$ cat src/rtl/clk_div_multi.sv
// Multi-channel runtime-programmable clock divider and tick generator.
// Define CLK_DIV_MULTI_SHADOW_EN for shadowed divisor writes committed at period boundaries.
module clk_div_multi #(
    parameter int INPUT_FREQ  = 50_000_000,
    parameter int OUTPUT_FREQ = 20_000_000,
    parameter int CHANNELS    = 4,
    parameter int CNT_WIDTH   = 32,
    parameter int SEL_WIDTH   = (CHANNELS > 1) ? $clog2(CHANNELS) : 1
) (
    input  logic                 clk_in,
    input  logic                 rst_s_n,
    input  logic [CHANNELS-1:0]  en,
    input  logic                 sync,
    input  logic                 div_we,
    input  logic [SEL_WIDTH-1:0] div_sel,
    input  logic [CNT_WIDTH-1:0] div_data,
    output logic [CHANNELS-1:0]  clk_out,
    output logic [CHANNELS-1:0]  tick,
    output logic [CHANNELS-1:0]  pending
);
    localparam int RAW_DIV = INPUT_FREQ / OUTPUT_FREQ;
    localparam logic [CNT_WIDTH-1:0] MIN_DIV     = CNT_WIDTH'(2);
    localparam logic [CNT_WIDTH-1:0] ONE         = CNT_WIDTH'(1);
    localparam logic [CNT_WIDTH-1:0] DEFAULT_DIV = (RAW_DIV < 2) ? MIN_DIV : CNT_WIDTH'(RAW_DIV);

    // Divisors below 2 cannot produce a clock, so they are stored as 2.
    logic [CNT_WIDTH-1:0] wr_div;
    assign wr_div = (div_data < MIN_DIV) ? MIN_DIV : div_data;

    for (genvar i = 0; i < CHANNELS; i++) begin : g_ch
        logic [CNT_WIDTH-1:0] cnt;
        logic [CNT_WIDTH-1:0] div;
        logic                 wr_hit;
        logic                 at_wrap;
        logic                 clk_q;
        logic                 tick_q;

        assign wr_hit     = div_we && (int'(div_sel) == i);
        assign at_wrap    = (cnt == div - ONE);
        assign clk_out[i] = clk_q;
        assign tick[i]    = tick_q;

`ifdef CLK_DIV_MULTI_SHADOW_EN
        logic [CNT_WIDTH-1:0] shadow;
        logic                 pend_q;

        // Every restart point (wrap, sync, disabled) commits shadow; a write on that edge stays pending.
        always_ff @(posedge clk_in) begin
            if (!rst_s_n) begin
                cnt    <= '0;
                div    <= DEFAULT_DIV;
                shadow <= DEFAULT_DIV;
                pend_q <= 1'b0;
                clk_q  <= 1'b0;
                tick_q <= 1'b0;
            end else if (!en[i]) begin
                cnt    <= '0;
                clk_q  <= 1'b0;
                tick_q <= 1'b0;
                div    <= shadow;
                pend_q <= 1'b0;
                if (wr_hit) begin
                    shadow <= wr_div;
                    pend_q <= 1'b1;
                end
            end else begin
                clk_q  <= (cnt < (div >> 1));
                tick_q <= at_wrap;
                if (sync || at_wrap) begin
                    cnt    <= '0;
                    div    <= shadow;
                    pend_q <= 1'b0;
                end else begin
                    cnt <= cnt + ONE;
                end
                if (wr_hit) begin
                    shadow <= wr_div;
                    pend_q <= 1'b1;
                end
            end
        end

        assign pending[i] = pend_q;
`else
        // Without shadowing a write takes effect at once and restarts the channel.
        always_ff @(posedge clk_in) begin
            if (!rst_s_n) begin
                cnt    <= '0;
                div    <= DEFAULT_DIV;
                clk_q  <= 1'b0;
                tick_q <= 1'b0;
            end else if (wr_hit) begin
                cnt    <= '0;
                div    <= wr_div;
                clk_q  <= 1'b0;
                tick_q <= 1'b0;
            end else if (!en[i]) begin
                cnt    <= '0;
                clk_q  <= 1'b0;
                tick_q <= 1'b0;
            end else begin
                clk_q  <= (cnt < (div >> 1));
                tick_q <= at_wrap;
                cnt    <= (sync || at_wrap) ? '0 : cnt + ONE;
            end
        end

        assign pending[i] = 1'b0;
`endif
    end
endmodule
$ cat config.mk
export PLATFORM = sky130hd
export DESIGN_NAME = clk_div_multi
export DESIGN_NICKNAME = d
export VERILOG_FILES = /design/src/rtl/clk_div_multi.sv
export SDC_FILE = /design/constraint.sdc
export NUM_CORES = 1
export LEC_CHECK = 0
export ABC_CLOCK_PERIOD_IN_PS = 4000
export CORE_MARGIN = 1.5
export CORE_UTILIZATION = 63
export DETAILED_ROUTE_END_ITERATION = 10
export PLACE_DENSITY = 0.8
export SETUP_SLACK_MARGIN = 0.05
export SYNTH_ARGS = -nofsm -noshare
export SYNTH_HDL_FRONTEND = slang
export SYNTH_SLANG_ARGS = --single-unit
$ cat constraint.sdc
create_clock -name clk_in -period 4 [get_ports clk_in]
set_input_delay 1 -clock clk_in [delete_from_list [all_inputs] [get_ports clk_in]]
set_output_delay 1 -clock clk_in [all_outputs]
set_load 0.01 [all_outputs]
==> flow_metrics.env <==
export IMPL_status="complete, no violations"
export IMPL_die_h_um=169
export IMPL_fmax_mhz=292
export IMPL_async_flop_share=0
export IMPL_fp_row_count=60
export IMPL_post_cts_buffers=0
export IMPL_crit_family="simple AND/OR/NAND/NOR gates"
export IMPL_swShare=0.254
export IMPL_cts_tree="built"
export IMPL_crit_chain="inv_1, ha_1, and2_1, a31oi_1, a2111oi_0, nand4_1, or4_1, nor4_2, a31o_2, nor2_1"
export IMPL_slew_violations=0
export IMPL_critPathCaptureType="flop"
export IMPL_cts_root_buf="clkbuf_16"
export IMPL_fill_cells=2150
export IMPL_synthesis_instances=2079
export IMPL_crit_buf_inv=1
export IMPL_grt_total_usage=0.327
export IMPL_syn_to_final_growth_pct=10.1
export IMPL_worst_path_max_fanout=32
export IMPL_switchingPower_mw=1.63
export IMPL_hold_violations=0
export IMPL_final_layout_size_suffix_gt1_frac=0.0619
export IMPL_finalSetupViolCount=0
export IMPL_layout_common_cells="dfxtp_1 (264), nor2_1 (202), xnor2_1 (155)"
export IMPL_cts_sinks=264
export IMPL_synthesis_area_sq_mm=0.0174
export IMPL_synth_cell_types=73
export IMPL_rsz0062_at_grt="false"
export IMPL_grt_pass1_wl_um=76600
export IMPL_numPortBuffers=49
export IMPL_die_area_sq_mm=0.0287
export IMPL_ys_seq_elements=264
export IMPL_drc_errors=0
export IMPL_clk_pin_slew_ps=60
export IMPL_seqPwrFrac=0.430
export IMPL_place_hpwl_um=34900
export IMPL_ctsResizeCount=0
export IMPL_layout_cells_most_common="dfxtp_1"
export IMPL_combPwrFrac=0.120
export IMPL_fin_tns_setup_ps=0
export IMPL_start_util=0.645
export IMPL_wl_per_cell_um=19.2
export IMPL_final_seq_area_sq_mm=0.00529
export IMPL_hold_ws_ps=512
export IMPL_finClkSkew_ps=8.32
export IMPL_slew_headroom=0.503
export IMPL_synth_warnings=0
export IMPL_grt_max_degree=33
export IMPL_p_clk_frac=0.450
export IMPL_overflow=0
export IMPL_syn_avg_cell_area_sq_um=8.38
export IMPL_p_int_mw=4.79
export IMPL_leakagePower_nw=7.50
export IMPL_multi_input_area_sq_mm=0.0112
export IMPL_place_gp_congestion=0.998
export IMPL_clock_latency_ps=550
export IMPL_hold_class="flop to flop"
export IMPL_maxCapViolCount=0
export IMPL_fin_nets=2248
export IMPL_numCtsBuffers=28
export IMPL_wirelength_um=47000
export IMPL_synth_enable_flop_cells=0
export IMPL_ctsHtreeMaxLevel=1
export IMPL_peakVddDrop_mv=0.306
export IMPL_drtIter0Drc=1403
export IMPL_min_period_over_period=0.857
export IMPL_required_ps=4400
export IMPL_num_vias=15700
export IMPL_critPathKind="flop to flop"
export IMPL_arrival_ps=3830
export IMPL_fin_crit_ps=3430
export IMPL_vias_per_cell=6.41
export IMPL_coreArea_sq_mm=0.0270
export IMPL_ys_flop_type="dfxtp_1"
export IMPL_cp_slowest_cell="a31o_2"
export IMPL_io_pins=54
export IMPL_total_power_mw=6.43
export IMPL_drtAntennaViolNets=0
export IMPL_cpPeakStageDelay_ps=640
export IMPL_fp_dieW_um=169
export IMPL_p_per_area_mw_per_mm2=335
export IMPL_start_kind="flop"
export IMPL_seq_area_frac_synth=0.303
export IMPL_postCtsHoldBufs=0
export IMPL_antenna_found_initial=1
export IMPL_cts_buffer_depth=3
export IMPL_tightest_slew_ps=745
export IMPL_grt_pass1_vias=14800
export IMPL_drt_pass1_iter_count=5
==> logic make-up (layout without fill, tap and decap cells) <==
| group | Yosys count | after routing | synth area share |
|---|---|---|---|
| other cells | 1 | 5 | 0.000215 |
| mux | 8 | 8 | 0.00474 |
| flops | 264 | 264 | 0.303 |
| compound gates | 386 | 386 | 0.163 |
| xor+xnor | 282 | 282 | 0.142 |
| fa+ha+maj | 128 | 128 | 0.0919 |
| simple gates | 756 | 756 | 0.235 |
| buf+inv | 254 | 272 | 0.0599 |
==> worst reg2reg max path: stages (launching register included) <==
cell       delay, ps
dfxtp_1          340
inv_1            100
ha_1             430
and2_1           240
a31oi_1           90
a2111oi_0        300
nand4_1          150
or4_1            530
nor4_2           310
a31o_2           640
nor2_1           150
==> path summary, 6_finish.rpt <==
kind | slack, ps | endpoint | cells past startpoint | startpoint
max | 570 | g_ch[0].cnt[10]$_SDFF_PP0_ | 10 | g_ch[0].div[1]$_SDFFE_PN1P_
min | 510 | g_ch[2].cnt[0]$_SDFF_PP0_ | 1 | g_ch[2].cnt[0]$_SDFF_PP0_
max reg2reg | 570 | g_ch[0].cnt[10]$_SDFF_PP0_ | 10 | g_ch[0].div[1]$_SDFFE_PN1P_
min reg2reg | 510 | g_ch[2].cnt[0]$_SDFF_PP0_ | 1 | g_ch[2].cnt[0]$_SDFF_PP0_
==> metal layers <==
metal	track usage	wire, um	up-vias
li1	-	-	7470
met1	0.444	20900	7503
met2	0.532	20900	562
met3	0.0462	3390	115
met4	0.117	1870	0
met5	0	0	-
==> final cells by class <==
cell class,instances,area share
inverter,144,0.0282
antenna,1,0.000130
tap,341,0.0222
sequential,264,0.276
clock inverter,16,0.0125
multi-input combinational,1564,0.583
timing repair buffer,76,0.0368
clock buffer,36,0.0418
==> cell usage after synthesis (50+ instances only) <==
cell | number | area [sq um]
o21ai_0 | 51 | 255
nand3_1 | 73 | 365
ha_1 | 128 | 1600
nand2_1 | 102 | 383
clkbuf_1 | 81 | 304
nor2_1 | 204 | 766
xor2_1 | 127 | 1110
a22o_1 | 120 | 1050
a21oi_1 | 50 | 250
xnor2_1 | 155 | 1360
inv_1 | 144 | 541
dfxtp_1 | 264 | 5290
nor3_1 | 56 | 280
nand4_1 | 84 | 526
==> state kept, by name, indices dropped and copies added, names as in the netlist <==
| register | cells |
|---|---|
| g_ch.clk_q | 4 |
| g_ch.cnt | 128 |
| g_ch.div | 128 |
| g_ch.tick_q | 4 |
==> power by group through the flow <==
stage | Sequential, mW | Combinational (mW) | Clock, mW
floorplan | 2.78 | 0.537 | 0
global placement | 2.82 | 0.734 | 0
detailed placement | 2.82 | 0.749 | 0
CTS | 2.76 | 0.755 | 2.92
global route | 2.77 | 0.836 | 3.04
finish | 2.77 | 0.771 | 2.89
==> metrics by stage <==
step / worst slack (ps) / cells / utilization / cell area [sq um]
after floorplan: 1030 / 2082 / - / 17400
after global placement: 713 / 2389 / 0.671 / 18100
after detailed placement: 614 / 2389 / 0.671 / 18100
after CTS: 585 / 2441 / 0.710 / 19200
after global routing: 246 / 2441 / 0.710 / 19200
final: 574 / 2442 / 0.710 / 19200
Power figures use the tool's default switching activity.
